**config.mk**
```make
export PLATFORM = sky130hd
export DESIGN_NAME = ins_fetch_ctrl
export DESIGN_NICKNAME = d
export VERILOG_FILES = /design/src/rtl/ins_fetch_ctrl_pkg.sv /design/src/rtl/ins_fetch_ctrl.sv
export SDC_FILE = /design/constraint.sdc
export NUM_CORES = 1
export LEC_CHECK = 0
export ABC_AREA = 1
export CAP_MARGIN = 20
export CORE_AREA = 2 2 86 88
export CTS_BUF_LIST = sky130_fd_sc_hd__clkbuf_8
export DETAILED_ROUTE_END_ITERATION = 8
export DIE_AREA = 0 0 88 90
export PLACE_DENSITY_LB_ADDON = 0.05
export RECOVER_POWER = 25
export SLEW_MARGIN = 25
export SYNTH_ARGS = -nofsm -noshare
export SYNTH_HDL_FRONTEND = slang
export SYNTH_SLANG_ARGS = --single-unit
```
**constraint.sdc**
```tcl
create_clock -name clk -period 1.5 [get_ports clk]
set_input_delay 0.3 -clock clk [delete_from_list [all_inputs] [get_ports clk]]
set_output_delay 0.3 -clock clk [all_outputs]
set_load 0.005 [all_outputs]
```
**src/rtl/ins_fetch_ctrl_pkg.sv**
```systemverilog
// Shared definitions for the core fetch controllers: state encoding and default widths.
package ins_fetch_ctrl_pkg;

   localparam int DEF_ADDR_WIDTH = 8;
   localparam int DEF_INS_WIDTH  = 9;
   localparam int DEF_CNT_WIDTH  = 16;

   typedef enum logic [2:0] {
      IDLE   = 3'd0,
      REQ    = 3'd1,
      RESP   = 3'd2,
      HOLD   = 3'd3,
      HALTED = 3'd4
   } fetch_state_t;

endpackage

```
**src/rtl/ins_fetch_ctrl.sv**
```systemverilog
// Instruction fetch sequencer: owns the PC, drives the synchronous instruction memory
// and hands each fetched instruction to the decoder over valid/ready.
module ins_fetch_ctrl
   import ins_fetch_ctrl_pkg::*;
#(
   parameter int                    ADDR_WIDTH = DEF_ADDR_WIDTH,
   parameter int                    INS_WIDTH  = DEF_INS_WIDTH,
   parameter logic [ADDR_WIDTH-1:0] RESET_PC   = '0,
   parameter int                    CNT_WIDTH  = DEF_CNT_WIDTH
) (
   input  logic                  clk,
   input  logic                  rst_n,
   input  logic                  start,
   input  logic                  flush,
   input  logic [ADDR_WIDTH-1:0] flush_target,
   input  logic                  halt,
   input  logic                  branch_en,
   input  logic [ADDR_WIDTH-1:0] branch_target,
   output logic [ADDR_WIDTH-1:0] PC_address,
   output logic                  rEn,
   input  logic [INS_WIDTH-1:0]  mem_instruction,
   output logic                  ins_valid,
   input  logic                  ins_ready,
   output logic [INS_WIDTH-1:0]  instruction,
   output logic [ADDR_WIDTH-1:0] pc_out,
   output logic                  busy,
   output logic                  pc_wrap,
   output logic [CNT_WIDTH-1:0]  fetch_count
);

   fetch_state_t          state, state_next;
   logic [ADDR_WIDTH-1:0] pc, pc_next;
   logic                  active;
   logic                  start_act;
   logic                  flush_act;
   logic                  handshake;

   assign active    = (state == REQ) || (state == RESP) || (state == HOLD);
   assign start_act = start && ((state == IDLE) || (state == HALTED));
   assign flush_act = flush && active;
   assign handshake = (state == HOLD) && ins_ready && !flush_act;

   always_ff @(posedge clk or negedge rst_n) begin
      if (!rst_n) begin
         state <= IDLE;
         pc    <= RESET_PC;
      end else begin
         state <= state_next;
         pc    <= pc_next;
      end
   end

   // Flush overrides whatever the per-state logic chose, including a handshake.
   always_comb begin
      state_next = state;
      pc_next    = pc;
      rEn        = 1'b0;
      ins_valid  = 1'b0;
      busy       = active;
      PC_address = pc;
      case (state)
         IDLE, HALTED: begin
            if (start) begin
               state_next = REQ;
               pc_next    = RESET_PC;
            end
         end
         REQ: begin
            rEn        = 1'b1;
            state_next = RESP;
         end
         RESP: state_next = HOLD;
         HOLD: begin
            ins_valid = 1'b1;
            if (ins_ready) begin
               if (halt) begin
                  state_next = HALTED;
               end else if (branch_en) begin
                  state_next = REQ;
                  pc_next    = branch_target;
               end else begin
                  state_next = REQ;
                  pc_next    = pc + 1'b1;
               end
            end
         end
         default: state_next = IDLE;
      endcase
      if (flush_act) begin
         state_next = REQ;
         pc_next    = flush_target;
      end
   end

   always_ff @(posedge clk or negedge rst_n) begin
      if (!rst_n) begin
         instruction <= '0;
         pc_out      <= '0;
      end else if ((state == RESP) && !flush_act) begin
         instruction <= mem_instruction;
         pc_out      <= pc;
      end
   end

   // Wrap is flagged only on a sequential step; a branch to 0 is not a wrap.
   always_ff @(posedge clk or negedge rst_n) begin
      if (!rst_n) begin
         fetch_count <= '0;
         pc_wrap     <= 1'b0;
      end else if (start_act) begin
         fetch_count <= '0;
         pc_wrap     <= 1'b0;
      end else if (handshake) begin
         if (fetch_count != '1) begin
            fetch_count <= fetch_count + 1'b1;
         end
         if (!halt && !branch_en && (pc == '1)) begin
            pc_wrap <= 1'b1;
         end
      end
   end

endmodule

```
# Word level (Yosys, flattened, before mapping)
# Cells that the tools add are included.
# classes
add_sub_neg,2
multipliers,0
div,0
n_lt_le_gt_ge,0
n_eq_ne,9
shifts,0
n_mux,19
bitwise_logic,0
n_reduce_logical,23
# op_table
operator,n
two-way mux 16 bit,3
two-way mux 8 bit,5
adder 16 x 1 -> 16 bit (second input constant),1
inequality test 16 bit (second input constant),1
case mux 8 bit (2 select lines),1
two-way mux 3 bit,4
case mux 3 bit (4 select lines),1
inequality test 3 bit (second input constant),3
adder 8 x 1 -> 8 bit (second input constant),1
equality test 8 bit (second input constant),1
logical AND 1 bit,7
equality test 3 x 2 -> 1 bit (second input constant),2
AND reduction 2 bit,3
nonzero test 2 bit,3
two-way mux 1 bit,5
AND reduction 4 bit,1
equality test 3 x 1 -> 1 bit (second input constant),1
equality test 3 bit (second input constant),1
logical NOT 1 bit,3
logical NOT 3 bit,1
logical OR 1 bit,3
nonzero test 3 bit,1
OR reduction 2 bit,1
# word_totals
register_bits,45
latch_bits,0
ram_bits,0
rom_bits,0
wordCells,59
mem_count,0

# Depth between registers and ports, before layout
# depth
ltp_word,8
mapped_depth,10
mapped_depth_nobuf,9

# Least setup slack after synthesis
# OpenSTA, ideal clock, no wires.
# synth_path
kind,register to register
from,reg fetch_count[0]
to,reg fetch_count[13]
arrival_time_ns,1.394
t_required_ns,1.374
path_slack_ns,-0.020
path_stages_with_launch,8
n_path_buf,1
synth_period_minus_slack_ns,1.520
path_cell_list,dfrtp_1 ha_1 nand2_2 nor2_4 nand2_4 o21ai_4 buf_6 o21ai_0
# synth_via
elab_chain_cells,4
elab_cells_between_ends,7
cone_classes,add/sub: 1; eq/ne: 1; mux: 3; reduce/logical: 2
# synth_lines
item,line_no,source
"start, declared",ins_fetch_ctrl.sv:28,output logic [CNT_WIDTH-1:0] fetch_count
"start signal, assigned",ins_fetch_ctrl.sv:115,fetch_count <= fetch_count + 1'b1;
adder 16 x 1 -> 16 bit,ins_fetch_ctrl.sv:115,
two-way mux 16 bit,ins_fetch_ctrl.sv:114,if (fetch_count != '1) begin
two-way mux 16 bit,ins_fetch_ctrl.sv:113,end else if (handshake) begin
two-way mux 16 bit,ins_fetch_ctrl.sv:110,end else if (start_act) begin
# Parallel ways exist; a longest one is shown, timed or not. The select of a mux whose other input is x is not followed.
# A chain may end at the register's enable or synchronous reset.

# Worst setup path in the final report
# layout_path
from,reg state[2]
to,reg fetch_count[1]
# layout_via
elab_chain_cells,8
elab_cells_between_ends,17
cone_classes,eq/ne: 4; mux: 1; reduce/logical: 12
# layout_lines
item,line_no,source
"start, declared",ins_fetch_ctrl.sv:31,"fetch_state_t state, state_next;"
"start signal, assigned",ins_fetch_ctrl.sv:48,state <= state_next;
equality test 3 x 1 -> 1 bit or equality test 3 x 2 -> 1 bit (tied branches),ins_fetch_ctrl.sv:38,assign active = (state == REQ) || (state == RESP) || (state == HOLD);
logical OR 1 bit (2 in series),ins_fetch_ctrl.sv:38,
logical AND 1 bit,ins_fetch_ctrl.sv:40,assign flush_act = flush && active;
logical NOT 1 bit,ins_fetch_ctrl.sv:41,assign handshake = (state == HOLD) && ins_ready && !flush_act;
logical AND 1 bit,ins_fetch_ctrl.sv:41,
nonzero test 2 bit (no line),-,
AND reduction 2 bit (no line),-,
# Parallel ways exist; a longest one is shown, timed or not.

==> run metrics <==
sequential-to-total area share from yosys stat 42.7%; layout cells sized above 1 32.3%; Clock Path Buffers 2; Yosys reg bits 45; CTS Buf Count 5; yosys warns 0; Reg2Reg Depth 10; CP arrival 1710 ps; vias in the first global route 2739; area of the mapped netlist 2640 sq um; Final Hold Vio Count 0; DR vias 2831; most frequent cells in the layout nand2_1, buf_4, clkdlybuf4s50_1; fin crit share 100%; sinks on the clock net 45; # diodes 0; clk_lat worst skew 300 ps; Worst R2R Setup Slack -7 ps; Die Y-Extent 90 microns; hold wc startpoint pc_out[1]; Syn-to-layout area delta 68.8%; CTS tree done; violations in the final reports negative setup slack; Pleak 0.00244 uW; First DRT Iteration DRCs 129; DR vias/cell 4.74; Util after Layout 63.4%; hold endpoint pc_out[1]; Root Driver clkbuf_8; final instance area 4450 sq um; Final Slew Violations 0; Hold WC Path Type flop to flop; fmax 663 MHz; Pre-antenna DRT Iters 4; crit path max-delay cell type dfrtp_1; Core Area 7020 sq um; GRT overflow 0; Worst path most repeated cell buf_6; Syn Nets 384; Critical R2R Launch state[2]; most common cell after layout, fill and taps aside nand2_1; Hold Path Depth 2; unrepaired setup endpoints after global routing true; Gate power share 59.6%; post-detailed-route count of antenna-violating nets 0; P_int 3960 uW; Critical Path Start Type flop; I/O pins 77; # DRC 0; Worst setup EP type flop; max incr delay on CP 410 ps; clk slew on worst S/H paths 90 ps; Cell Rows 31; area leader, netlist dfrtp_1; WS Path Type flop to flop; antenna violations before repair 0; Placer Congestion 0.804; DP Wirelength 5260 microns; PwrDens 1440 nW/um^2; register share of total power 28.1%; I/O Buffers 76; Mean Syn Cell Area 7.54 sq um; Least-Margin Pin Slew 654 ps; Peak VDD IR 0.732 mV; Fill cells 615; die area 7920 sq um; status finished with violations; Slew HR 56.4%; r2r endpoint fetch_count[1]; min cycle time layout 1510 ps; final setup margin -7.16 ps; Clk network pwr share 12.2%; Netlist cell types 29; first-pass GRT wire length 12800 microns; Net Sw Frac 38.2%; hold slack final 489 ps; starting density of the core 37.6%; Post-DP Area 3730 sq um; H-tree depth 2; maximum number of pins on one net before global-route repair 46; Max Clock Skew 6.49 ps; crit-path max FO 6; Die X-Extent 88 microns; Routed WL per cell 13.6 microns; DRT Wirelength 8110 microns; crit-path cells buf_6, nor2_4, buf_6, nand3_2, nand2_2, o21ai_4, buf_6, clkbuf_16, nand2_2, o21ai_1; Cells after Synth 350; max-cap violations 0; post-synth top area share 42.7%; Required @ worst endpoint 1700 ps; net switching power 2440 uW; Layout Nets 531; GRT Util Overall 20.4%; final setup vio count 2; Synth area leaders dfrtp_1, nand2_1, nor2_1
## metal layers
metal  global-route usage, %  wire (microns)  part of all wire (%)  vias to the layer above
li1                        -               -                     -                     1416
met2                    32.7            3880                    48                       81
met4                    3.72              65                  0.80                        0
met3                    3.58             436                   5.4                        8
met5                       0               0                     0                        -
met1                    28.9            3730                    46                     1326
## cells in the mapped netlist
library cell / instances
nand2_1: 112
dfrtp_1: 45
nor2_1: 41
inv_1: 32
o21ai_0: 28
nand3_1: 25
mux2_2: 9
nand4_1: 7
xor2_1: 7
o21ai_2: 5
a21oi_1: 4
buf_6: 4
nand2_2: 4
clkbuf_1: 3
nor2_4: 3
ha_1: 2
inv_2: 2
nand2_4: 2
nand3_2: 2
nor3_1: 2
o21ai_1: 2
o21bai_1: 2
a21o_1: 1
a31oi_1: 1
clkinv_1: 1
nand3b_1: 1
o21ai_4: 1
or2_2: 1
xnor2_1: 1
## power by group through the flow
| stage | registers [uW] | clock network [uW] | logic, uW |
|---|---|---|---|
| after floorplan | 1920 | 0 | 1240 |
| after global placement | 1910 | 0 | 2700 |
| after detailed placement | 1920 | 0 | 2730 |
| after CTS | 1800 | 802 | 3420 |
| after global routing | 1830 | 852 | 4150 |
| final | 1800 | 782 | 3820 |
## layout make-up
type | count | area, sq um | share of cell area [%]
Timing Repair Buffer | 147 | 1440 | 32.4
Multi-Input combinational cell | 263 | 1520 | 34.2
Inverter | 35 | 140 | 3.15
Clock inverter | 3 | 22.5 | 0.506
Tap cell | 99 | 124 | 2.78
Clock buffer | 5 | 68.8 | 1.55
Sequential cell | 45 | 1130 | 25.5
## worst max-delay path, delay by kind of cell, from the launching register on
family                 cells  cell delay, ps
AOI/OAI and AO/OA          2             120
buffers and inverters      4             560
DFF                        1             410
and+or+nand+nor            4             320
## cell families after synthesis
family	count (synthesis)	share of synthesized area (%)
xor gates and xnor gates	8	2.66
DFF	45	42.7
adders and majority gates	2	0.949
and+or+nand+nor	200	32.9
AOI/OAI and AO/OA	44	9.82
muxes	9	3.84
buffers and inverters	42	7.12
## worst max path at each step
stage | from | slack (ps) | depth (start not counted) | end
after detailed placement | flush | -210 | 10 | PC_address[2]
after floorplan | fetch_count[0] | 4 | 7 | fetch_count[13]
after global routing | state[1] | -90 | 9 | fetch_count[1]
final | state[2] | -7 | 10 | fetch_count[1]
after global placement | flush | -170 | 10 | PC_address[2]
after CTS | state[0] | -80 | 4 | busy
## through the flow
| stage | total power, uW | cells | setup WS [ps] | TNS [ps] |
|---|---|---|---|---|
| after floorplan | 3150 | 350 | 3.97 | 0 |
| after global placement | 4610 | 549 | -175 | -5690 |
| after detailed placement | 4650 | 549 | -209 | -6090 |
| after CTS | 6030 | 590 | -81.3 | -164 |
| after global routing | 6830 | 597 | -85.4 | -1570 |
| final | 6400 | 597 | -7.16 | -11.7 |
## registers in the layout, summed over array words and instances, names as in the netlist
name	cells
pc_wrap	1
instruction	9
pc_out	8
state	3
fetch_count	16
PC_address	8
## what timing repair did
action                                 in CTS  in global routing
hold buffers                                1                  0
gates resized for setup                    49                 76
setup buffers                              30                  6
gates cloned                                2                  2
endpoints found under the hold margin      45                  0
setup endpoints to repair                  39                 59
pin swaps                                   7                 19
Note: power is estimated with default switching activity, not from simulation.
